**config.mk**
```make
export PLATFORM = sky130hd
export DESIGN_NAME = cmd_seq_proc
export DESIGN_NICKNAME = d
export VERILOG_FILES = /design/src/rtl/cmd_seq_proc.sv
export SDC_FILE = /design/constraint.sdc
export NUM_CORES = 1
export LEC_CHECK = 0
export CAP_MARGIN = 5
export CORE_UTILIZATION = 51
export CTS_BUF_LIST = sky130_fd_sc_hd__clkbuf_4 sky130_fd_sc_hd__clkbuf_8 sky130_fd_sc_hd__clkbuf_16
export CTS_CLUSTER_DIAMETER = 60
export CTS_CLUSTER_SIZE = 8
export DETAILED_ROUTE_END_ITERATION = 6
export PLACE_DENSITY = 0.77
export SETUP_SLACK_MARGIN = 0.4
export SYNTH_ARGS = -nofsm -noshare
export SYNTH_HDL_FRONTEND = slang
export SYNTH_SLANG_ARGS = --single-unit
```
**constraint.sdc**
```tcl
create_clock -name clk -period 2 [get_ports clk]
set_input_delay 0.2 -clock clk [delete_from_list [all_inputs] [get_ports clk]]
set_output_delay 0.2 -clock clk [all_outputs]
set_load 0.01 [all_outputs]
```
**src/rtl/cmd_seq_proc.sv**
```systemverilog
// cmd_seq_proc: command sequencer for the line-following robot.
// A packed command word is captured from the UART wrapper and consumed two
// bits at a time, one step per line-loss event. Each step is a stop, a veer
// right, a veer left or a two-phase U-turn. A bumper hit overrides any active
// step: motion halts, the buzzer sounds, and motion resumes only after both
// bumpers have been released for a debounce interval. The interrupted step
// is not consumed, so it is decoded again on the next line loss.

module cmd_seq_proc #(
    parameter int          CMD_W     = 16,
    parameter logic [15:0] VEER_MAG  = 16'h340,
    parameter logic [15:0] REV1_MAG  = 16'h1E0,
    parameter logic [15:0] REV2_MAG  = 16'h380,
    parameter int          REV1_CYC  = 1441792,
    parameter int          REV2_CYC  = 65011712,
    parameter int          DBNC_CYC  = 4194304,
    parameter int          BUZZ_HALF = 25000,
    parameter int          TMR_W     = 27,
    localparam int         N_STEPS   = CMD_W / 2,
    localparam int         SL_W      = $clog2(N_STEPS + 1)
) (
    input  logic             clk,
    input  logic             rst_n,
    input  logic [CMD_W-1:0] cmd,
    input  logic             cmd_rdy,
    output logic             clr_cmd_rdy,
    input  logic             line_present,
    input  logic             BMPL_n,
    input  logic             BMPR_n,
    output logic             go,
    output logic [15:0]      err_opn_lp,
    output logic             buzz,
    output logic [SL_W-1:0]  steps_left,
    output logic             cmd_done
);

    // Sequencer states
    localparam logic [2:0] IDLE   = 3'd0;
    localparam logic [2:0] FOLLOW = 3'd1;
    localparam logic [2:0] VEER   = 3'd2;
    localparam logic [2:0] REV1   = 3'd3;
    localparam logic [2:0] REV2   = 3'd4;
    localparam logic [2:0] REACQ  = 3'd5;
    localparam logic [2:0] BUMP   = 3'd6;
    localparam logic [2:0] DBNC   = 3'd7;

    // Step codes held in the low two bits of the shift register
    localparam logic [1:0] CODE_STOP  = 2'b00;
    localparam logic [1:0] CODE_RIGHT = 2'b01;
    localparam logic [1:0] CODE_UTURN = 2'b11;

    // Terminal counts: a phase expires on its last cycle, so it lasts CYC cycles
    localparam logic [TMR_W-1:0] REV1_LAST = TMR_W'(REV1_CYC - 1);
    localparam logic [TMR_W-1:0] REV2_LAST = TMR_W'(REV2_CYC - 1);
    localparam logic [TMR_W-1:0] DBNC_LAST = TMR_W'(DBNC_CYC - 1);

    localparam int               BZ_W    = (BUZZ_HALF > 1) ? $clog2(BUZZ_HALF) : 1;
    localparam logic [BZ_W-1:0]  BZ_LAST = BZ_W'(BUZZ_HALF - 1);

    localparam logic [SL_W-1:0]  SL_FULL = SL_W'(N_STEPS);
    localparam logic [SL_W-1:0]  SL_ONE  = SL_W'(1);
    localparam logic [TMR_W-1:0] TMR_ONE = TMR_W'(1);
    localparam logic [BZ_W-1:0]  BZ_ONE  = BZ_W'(1);

    // Two's complement negatives of the steering magnitudes
    localparam logic [15:0] VEER_NEG = ~VEER_MAG + 16'd1;
    localparam logic [15:0] REV1_NEG = ~REV1_MAG + 16'd1;
    localparam logic [15:0] REV2_NEG = ~REV2_MAG + 16'd1;

    logic [2:0]       state;
    logic [CMD_W-1:0] shift;
    logic             last_veer_right;
    logic [TMR_W-1:0] tmr;
    logic [BZ_W-1:0]  buzz_div;

    logic       bump;
    logic       in_bump;
    logic       dbnc_done;
    logic [1:0] code;

    assign bump      = !BMPL_n || !BMPR_n;
    assign in_bump   = (state == BUMP) || (state == DBNC);
    assign dbnc_done = (state == DBNC) && !bump && (tmr == DBNC_LAST);
    assign code      = shift[1:0];

    // Sequencer: step decode, phase timing, bump override and handshake pulses
    always_ff @(posedge clk or negedge rst_n) begin
        if (!rst_n) begin
            state           <= IDLE;
            shift           <= '0;
            steps_left      <= '0;
            last_veer_right <= 1'b0;
            tmr             <= '0;
            clr_cmd_rdy     <= 1'b0;
            cmd_done        <= 1'b0;
        end else begin
            clr_cmd_rdy <= 1'b0;
            cmd_done    <= 1'b0;
            if (bump && (state != IDLE)) begin
                state <= BUMP;
            end else begin
                case (state)
                    IDLE: begin
                        if (cmd_rdy && line_present) begin
                            clr_cmd_rdy <= 1'b1;
                            shift       <= cmd;
                            steps_left  <= SL_FULL;
                            state       <= FOLLOW;
                        end
                    end
                    FOLLOW: begin
                        if (!line_present) begin
                            if ((steps_left == '0) || (code == CODE_STOP)) begin
                                state    <= IDLE;
                                cmd_done <= 1'b1;
                            end else if (code == CODE_UTURN) begin
                                state <= REV1;
                                tmr   <= '0;
                            end else begin
                                state           <= VEER;
                                last_veer_right <= (code == CODE_RIGHT);
                            end
                        end
                    end
                    VEER, REACQ: begin
                        if (line_present) begin
                            shift      <= shift >> 2;
                            steps_left <= steps_left - SL_ONE;
                            state      <= FOLLOW;
                        end
                    end
                    REV1: begin
                        if (tmr == REV1_LAST) begin
                            state <= REV2;
                            tmr   <= '0;
                        end else begin
                            tmr <= tmr + TMR_ONE;
                        end
                    end
                    REV2: begin
                        if (tmr == REV2_LAST) begin
                            state <= REACQ;
                        end else begin
                            tmr <= tmr + TMR_ONE;
                        end
                    end
                    BUMP: begin
                        state <= DBNC;
                        tmr   <= '0;
                    end
                    DBNC: begin
                        if (tmr == DBNC_LAST) begin
                            state <= FOLLOW;
                        end else begin
                            tmr <= tmr + TMR_ONE;
                        end
                    end
                    default: begin
                        state <= IDLE;
                    end
                endcase
            end
        end
    end

    // Buzzer tone: held quiet outside the bump states, so every fresh bump starts a full half-period
    always_ff @(posedge clk or negedge rst_n) begin
        if (!rst_n) begin
            buzz     <= 1'b0;
            buzz_div <= '0;
        end else if (!in_bump || dbnc_done) begin
            buzz     <= 1'b0;
            buzz_div <= '0;
        end else if (buzz_div == BZ_LAST) begin
            buzz     <= ~buzz;
            buzz_div <= '0;
        end else begin
            buzz_div <= buzz_div + BZ_ONE;
        end
    end

    // Motion outputs decoded from the registered state
    always_comb begin
        go         = 1'b0;
        err_opn_lp = 16'h0000;
        case (state)
            FOLLOW, REACQ: begin
                go = 1'b1;
            end
            VEER: begin
                go         = 1'b1;
                err_opn_lp = last_veer_right ? VEER_MAG : VEER_NEG;
            end
            REV1: begin
                go         = 1'b1;
                err_opn_lp = last_veer_right ? REV1_NEG : REV1_MAG;
            end
            REV2: begin
                go         = 1'b1;
                err_opn_lp = last_veer_right ? REV2_MAG : REV2_NEG;
            end
            default: begin
                go         = 1'b0;
                err_opn_lp = 16'h0000;
            end
        endcase
    end

endmodule

```
# == Yosys cells after proc, flatten, opt, wreduce, memory -nomap -nowiden ==
# Index checks and enable logic that the tools add are counted.
# op_classes
add_sub_neg,3
mul,0
div_mod_pow,0
order_cmp,0
eq_ne,26
n_shift,0
n_mux,39
n_bitwise,5
reduce_logical,25
# ops
cell,count
$mux 27,6
$pmux 27 s5,1
$mux 16,5
$pmux 16 s3,1
$pmux 16 s2,1
$mux 15,2
$add 27x1->27 const B,1
$eq 27x21->1 const B,1
$eq 27x22->1 const B,1
$eq 27x26->1 const B,1
$mux 3,7
$pmux 3 s7,1
$add 15x1->15 const B,1
$eq 15x15->1 const B,1
$ne 3x3->1 const B,5
$ne 2x2->1 const B,7
$eq 3x3->1 const B,4
$mux 1,11
$mux 4,2
$pmux 4 s2,1
$reduce_and 7->1,1
$eq 3x2->1 const B,2
$reduce_and 6->1,1
$not 1->1,5
other kinds (19),29
# totals
ff_bits,69
latchBits,0
mem_bits_rw,0
romBits,0
in_bits,22
out_inout_bits,24
wordCells,107
mem_count,0

# == Logic depth before layout (Yosys ltp) ==
# Gate-level depths: netlist of the first run.
# depth
depth_word,7
ltp_mapped,10
ltp_nobuf,8

# == Worst setup path before layout of the first run ==
# OpenSTA, ideal clock, no wires.
# synth_path
path_type,register -> register
start,reg steps_left[0]
end,reg tmr[15]
setup_ns,0.125
t_arrival_ns,1.990
required_ns,1.875
path_slack_ns,-0.115
stages_incl_launch_ff,10
n_path_buf,1
path_cell_list,dfrtp_1 > inv_1 > ha_1 > nor3b_1 > nor4_1 > o21a_2 > nand3_2 > buf_6 > nor3_1 > mux2_4
# synth_via
elab_chain_len,4
# synth_lines
item,line,text
"start, declared",33,"output logic [SL_W-1:0] steps_left,"
"start signal, assigned",128,steps_left <= steps_left - SL_ONE;
$logic_not 4->1,113,if ((steps_left == '0) || (code == CODE_STOP)) begin
$logic_or 1x1->1,113,
$ne 2x2->1 (no source line),--,
$reduce_and 7->1 (no source line),--,
"end signal, assigned",137,tmr <= tmr + TMR_ONE;
"end signal, assigned",144,tmr <= tmr + TMR_ONE;
"end signal, assigned",155,tmr <= tmr + TMR_ONE;
"end, declared",73,logic [TMR_W-1:0] tmr;
# Every way passes these cells.
# A chain may end at the register's enable or synchronous reset.

# == Worst setup path after layout of the first run ==
# layout_path
start,reg steps_left[0]
end,reg tmr[21]
# Same word-level chain as after synthesis.

==> key figures, run 1 <==
Run status
  – Status: complete, but fails checks
  – Failing checks: negative setup slack

Clock tree
  – H-tree level count: 3
  – CTS Buf Count: 9
  – Maximum root-to-sink buffer count: 2
  – Clk sinks: 69
  – Insertion delay to the later sink of the worst-skew pair: 380 ps
  – Clock input transition at the sequential cells of the worst setup and hold paths: 80 ps
  – Root Buffer: clkbuf_8
  – CTS tree: built

Logic synthesis
  – Post-synthesis cell type count: 58
  – Number of synthesized flops with an enable pin: 0
  – Synth Flop Type: dfrtp_1
  – Synthesized area per cell: 9.133 sq um
  – Register area share after synthesis: 44.17%
  – Asr flop ratio synth: 100.0%
  – Synth Cell Area: 3909 sq um
  – Synth warn: 0
  – Synth Register Bits: 69
  – Syn Inst Count: 428

Global route
  – First-pass GRT wire length: 20.96 mm
  – Grt total ovfl: 0
  – Total GRT Usage: 35.27%
  – Number of global-route vias before repair: 4,181
  – Pin count of the biggest net entering global routing: 70
  – Initial antenna violation count: 0

Placed design
  – Detail Placement HPWL: 6.543 mm
  – Placer congestion estimate: 0.8569
  – Port bufs: 40

Critical path
  – Critical Path AT: 2620 ps
  – Crit path cell chain: inv_1, ha_4, nor3b_4, nor4_4, o21a_2, buf_6, nand4_1, or3_1, a21oi_1
  – CP endpoint kind: register
  – Worst endpoint required time: 2290 ps
  – Worst setup SP type: register
  – Critical path fanouts, max: 6
  – Max incr delay on CP: 450 ps
  – Crit. Startpoint: steps_left[0]
  – Slowest CP cell: or3_1
  – CP Class: register to register
  – FF-to-FF Start: steps_left[0]

Finish
  – Share of cells above drive strength 1: 53.17%
  – Layout Nets: 604
  – Number of fill cells in the layout: 237
  – Ant diodes: 0
  – P&R area growth vs syn: 69.01%

Pwr
  – Clock share of power: 14.4%
  – Seq pwr share: 26.8%
  – Comb power frac: 58.8%
  – Leakage power: 2.757 nW
  – Sw Ratio: 43.34%
  – P_int: 4.310 mW
  – Peak VDD IR: 1.025 mV
  – Power consumption: 7.606 mW
  – Switching power: 3.296 mW
  – PD cells: 1151 nW/um^2

STA
  – Setup violators final: 51
  – Final Max Tran Viols: 0
  – Final Hold Vio Count: 0
  – FMAX: 0.4296 GHz
  – Final worst slack: -327.8 ps
  – Final cycle utilization of the critical path: 116.4%
  – Clk_skew: 10.09 ps
  – Tmin final: 2328 ps
  – Fin Setup TNS: -7308 ps
  – RSZ-0062 raised after global routing: true

Routing
  – DRT Pass-1 Iters: 7
  – Drt first-iter violations: 525
  – WL final: 17.50 mm
  – Avg WL per Cell: 25.66 um
  – Vias per cell: 6.804
  – Residual DRC: 0
  – Post-route antenna net violation count: 0
  – Via count: 4,640

Floorplan
  – Starting Density: 53.32%
  – Die H: 89.55 um
  – Core area: 7331 sq um
  – IO Pins: 46
  – Row cnt: 31
  – DIE AREA: 8018 sq um
  – Chip Width: 89.55 um

Min path
  – Worst hold path class: input pin to async pin

Run
  – Total of max-cap violations: 0
==> power groups by stage <==
stage	Clock [mW]	Combinational, mW	Sequential [mW]
finish	1.10	4.47	2.04
global route	1.14	4.66	2.05
CTS	1.07	3.37	1.92
detailed placement	0	2.44	1.91
global placement	0	2.37	1.89
floorplan	0	1.55	1.86
==> worst paths after layout <==
| path | endpoint | slack, ps | cells past startpoint |
|---|---|---|---|
| setup / recovery | tmr[21] | -330 | 9 |
| hold / removal | buzz_div[8] | 370 | 3 |
| setup reg to reg | tmr[21] | -330 | 9 |
| hold reg to reg | shift[10] | 540 | 2 |
| max in group asynchronous | tmr[19] | 1300 | 3 |
| min in group clk | shift[15] | 430 | 2 |
==> critical path: cells and delay by family (launching register included) <==
family,cells,cell delay [ps]
compound gates,2,420
buf+inv,2,230
fa+ha+maj,1,170
simple gates,4,1050
flops,1,370
==> kinds of logic (layout without fill, tap and decap cells) <==
family,count (synthesis),count (layout),share of synthesized area (%)
flops,69,69,44.17
buf+inv,45,195,6.338
compound gates,91,91,14.44
other cells,1,5,0.09594
xor+xnor,21,21,4.705
simple gates,182,183,25.00
fa+ha+maj,4,4,1.280
mux,15,15,3.969
==> cell usage after synthesis (4+ instances only) <==
library cell / n / area [sq um]
a21oi_1: 25 / 125.1
buf_2: 9 / 45.04
buf_4: 10 / 75.07
buf_6: 4 / 45.04
clkbuf_1: 7 / 26.28
dfrtp_1: 69 / 1727
ha_1: 4 / 50.05
inv_1: 15 / 56.30
mux2i_1: 14 / 140.1
nand2_1: 44 / 165.2
nand2b_1: 4 / 25.02
nand3_1: 20 / 100.1
nand4_1: 10 / 62.56
nor2_1: 44 / 165.2
nor3_1: 9 / 45.04
nor4_1: 6 / 37.54
o21ai_0: 28 / 140.1
o21ai_1: 4 / 20.02
o31ai_1: 11 / 82.58
or3_1: 12 / 75.07
or4_1: 9 / 67.56
xnor2_1: 10 / 87.58
xor2_1: 11 / 96.34
==> cells in the final DEF, fill, tap and decap left out, types with 7 or more instances in the layout <==
cell and n:
inv_1 13, xor2_1 10, xnor2_1 8, or4_4 11, or3_1 9, nor2_4 18
nor2_1 23, nand2_4 16, nand2_1 25, clkbuf_8 10, a21oi_2 19, nand4_1 10
a21oi_1 7, o21ai_0 7, o31ai_1 8, clkdlybuf4s50_1 24, buf_2 7, buf_4 75
dfrtp_1 63, mux2i_1 11, nand3_1 17, buf_12 11, buf_6 37, o21ai_2 18
==> sequential cells by signal (all words and copies together) (netlist names) <==
register / flops
buzz: 1
buzz_div: 15
clr_cmd_rdy: 1
cmd_done: 1
last_veer_right: 1
shift: 16
state: 3
steps_left: 4
tmr: 27
==> timing repair <==
| action | in CTS | in global routing |
|---|---|---|
| pin swaps | 56 | 32 |
| hold buffers | 1 | 0 |
| cloned | 3 | 1 |
| endpoints found under the hold margin | 69 | 0 |
| resized for setup | 200 | 103 |
| setup endpoints to repair | 80 | 85 |
| buffers inserted | 34 | 17 |
==> final cells by class <==
class / instances / area [sq um] / share of cell area, %
flip-flops and latches: 69 / 1734 / 26.25
well taps: 99 / 123.9 / 1.875
clock inverters: 5 / 36.28 / 0.5492
clock buffers: 11 / 145.1 / 2.197
repair buffers: 164 / 1648 / 24.94
inverters: 15 / 58.81 / 0.8902
multi-input cells: 319 / 2860 / 43.30
==> metrics by stage <==
step	hold WS, ps	utilization, %	std cells	setup slack (ps)	cell area (sq um)
detailed placement	254.7	67.59	610	-170.7	4955
CTS	400.1	81.69	664	-38.55	5988
finish	365.5	90.12	682	-327.8	6606
global placement	249.1	67.59	610	-94.60	4955
floorplan	-95.59	-	432	-25.36	4036
global route	435.4	90.12	682	-384.6	6606
==> per-layer routing <==
| layer | vias up | global-route usage (%) | routed length [um] |
|---|---|---|---|
| li1 | 1834 | - | - |
| met1 | 2236 | 41.58 | 6030 |
| met2 | 426 | 59.99 | 8465 |
| met3 | 144 | 7.202 | 1774 |
| met4 | 0 | 19.77 | 1227 |
| met5 | - | 0 | 0 |
Power figures use the tool's default switching activity.
==> inputs of run 2 (changes only) <==
CORE_UTILIZATION = 56   (was 51)
PLACE_DENSITY = 0.8   (was 0.77)
clock period = 2.6 ns   (was 2 ns; I/O delays follow)
==> run 2 against run 1 <==
Against the previous run:
- the flow now finishes without violations
- clock power is 8% lower
- count of clock-buffer cells in the layout is 2 lower
- register-to-register slack better by 460 ps
- largest cell class unchanged
- largest power group unchanged
- highest routed layer unchanged
==> key figures, run 2 (synthesized netlist as in run 1, its figures left out) <==
Run status
  – Status: complete, no violations

STA
  – Tmin final: 2469 ps
  – Fin Setup TNS: 0 ps
  – Clk_skew: 27.08 ps
  – Tightest Pin Transition: 736.6 ps
  – RSZ-0062 raised after global routing: true
  – FMAX: 0.4050 GHz
  – Final cycle utilization of the critical path: 94.96%
  – Final worst slack: 131.1 ps
  – Setup violators final: 0
  – Final Hold Vio Count: 0
  – Slew margin rel.: 50.89%
  – Final Max Tran Viols: 0

Critical path
  – Worst endpoint required time: 2830 ps
  – CP Class: register to register
  – CP endpoint kind: register
  – Reg-to-reg critical path endpoint: tmr[10]
  – Worst setup SP type: register
  – Setup crit end: tmr[10]
  – Setup slack, reg-to-reg: 130 ps
  – R2R depth: 6
  – Crit. Startpoint: tmr[17]
  – FF-to-FF Start: tmr[17]
  – Critical Path AT: 2700 ps
  – Critical path fanouts, max: 19

Pwr
  – PD cells: 861.5 nW/um^2
  – Seq pwr share: 33.2%
  – Peak VDD IR: 0.5588 mV
  – Comb power frac: 44.2%
  – Sw Ratio: 38.68%
  – Leakage power: 2.256 nW
  – P_int: 2.743 mW
  – Switching power: 1.730 mW
  – Power consumption: 4.473 mW
  – Clock share of power: 22.6%

Min path
  – Worst hold path class: input pin to async pin

Floorplan
  – Core area: 6756 sq um
  – DIE AREA: 7318 sq um
  – Die H: 85.55 um
  – IO Pins: 46
  – Starting Density: 57.85%
  – Chip Width: 85.55 um
  – Row cnt: 30

Global route
  – Pin count of the biggest net entering global routing: 41
  – First-pass GRT wire length: 14.75 mm
  – Grt total ovfl: 0
  – Total GRT Usage: 25.47%
  – Number of global-route vias before repair: 3,222
  – Initial antenna violation count: 0

Clock tree
  – H-tree level count: 3
  – Insertion delay to the later sink of the worst-skew pair: 370 ps
  – Maximum root-to-sink buffer count: 2
  – CTS tree: built
  – Root Buffer: clkbuf_8
  – CTS Buf Count: 9
  – Clock input transition at the sequential cells of the worst setup and hold paths: 110 ps
  – Clk sinks: 69

Placed design
  – Port bufs: 40
  – Placer congestion estimate: 0.8578
  – Detail Placement HPWL: 5.701 mm
  – DP Worst Slack: 173.5 ps

Routing
  – Via count: 3,728
  – Residual DRC: 0
  – Post-route antenna net violation count: 0
  – Vias per cell: 6.245
  – WL final: 11.20 mm
  – Avg WL per Cell: 18.75 um
  – Drt first-iter violations: 401
  – DRT Pass-1 Iters: 7

Finish
  – Most frequent cells in the layout: dfrtp_1, buf_4, nand2_1, nor2_1, clkdlybuf4s50_1
  – Max reg flops: 27
  – Most flops, register: tmr
  – Commonest non-fill, non-tap cell in the layout: dfrtp_1
  – Share of cells above drive strength 1: 25.34%
  – Biggest regs: tmr x27, shift x16, buzz_div x15
  – Ant diodes: 0
  – Layout Nets: 538
  – P&R area growth vs syn: 32.84%
  – Fin util: 76.85%

Run
  – Total of max-cap violations: 0
## run 2: cell types whose count changed in the layout (fill, tap and decap cells not counted), moves of 6 or more
| cell | delta |
|---|---|
| buf_6 | -32 |
| buf_4 | -24 |
| nor2_1 | +20 |
| o21ai_0 | +20 |
| nand2_1 | +18 |
| nor2_4 | -18 |
| o21ai_2 | -17 |
| nand2_4 | -16 |
| a21oi_1 | +10 |
| a21oi_2 | -10 |
| buf_12 | -10 |
| buf_2 | -6 |
## run 2: critical path, cell delays in order (launching register included)
cell	delay, ps
dfrtp_1	460
nor4bb_1	470
nor4b_1	560
a31o_2	290
and3_2	250
buf_6	240
a21oi_1	70
## run 2: final cells by class
class | instances | area (sq um)
Clock inverter | 7 | 97.59
Fill cell | 414 | 1564
Multi-Input combinational cell | 319 | 2213
Tap cell | 80 | 100.1
Inverter | 15 | 56.30
Sequential cell | 69 | 1730
Timing Repair Buffer | 98 | 870.8
Clock buffer | 9 | 123.9
## run 2: stage by stage
stage | hold slack, ps | cells | area [sq um]
final | 481.9 | 597 | 5192
after CTS | 489.6 | 572 | 4765
after detailed placement | 349.5 | 536 | 4349
after floorplan | -35.59 | 432 | 3924
after global placement | 345.1 | 536 | 4349
after global routing | 516.3 | 597 | 5192
## run 2: power groups by stage
stage / combinational (mW) / clock, mW / sequential [mW]
after CTS: 1.64 / 0.994 / 1.47
after global placement: 1.42 / 0 / 1.50
after global routing: 2.12 / 1.05 / 1.50
final: 1.98 / 1.01 / 1.48
after detailed placement: 1.46 / 0 / 1.51
after floorplan: 1.08 / 0 / 1.42
## run 2: per-layer routing
metal | up-vias | track usage (%) | part of all wire (%)
li1 | 1693 | - | -
met1 | 1751 | 33.35 | 39
met2 | 215 | 41.60 | 48
met3 | 69 | 4.427 | 7.4
met4 | 0 | 11.67 | 5.6
met5 | - | 0 | 0
## run 2: repair_timing
item	4_1_cts	5_1_grt
gates resized for setup	16	51
cloned	0	1
hold buffers	1	0
hold endpoints to repair	29	0
pin swaps	5	26
setup endpoints to repair	36	53
buffers inserted	19	24
## run 2: worst min-delay path by stage
stage | from | end | slack (ps)
CTS | buzz_div[0] | buzz_div[0] | 490
finish | rst_n | tmr[11] | 480
detailed placement | rst_n | buzz_div[7] | 350
floorplan | rst_n | buzz | -40
global placement | rst_n | buzz_div[7] | 350
global route | shift[5] | shift[5] | 520
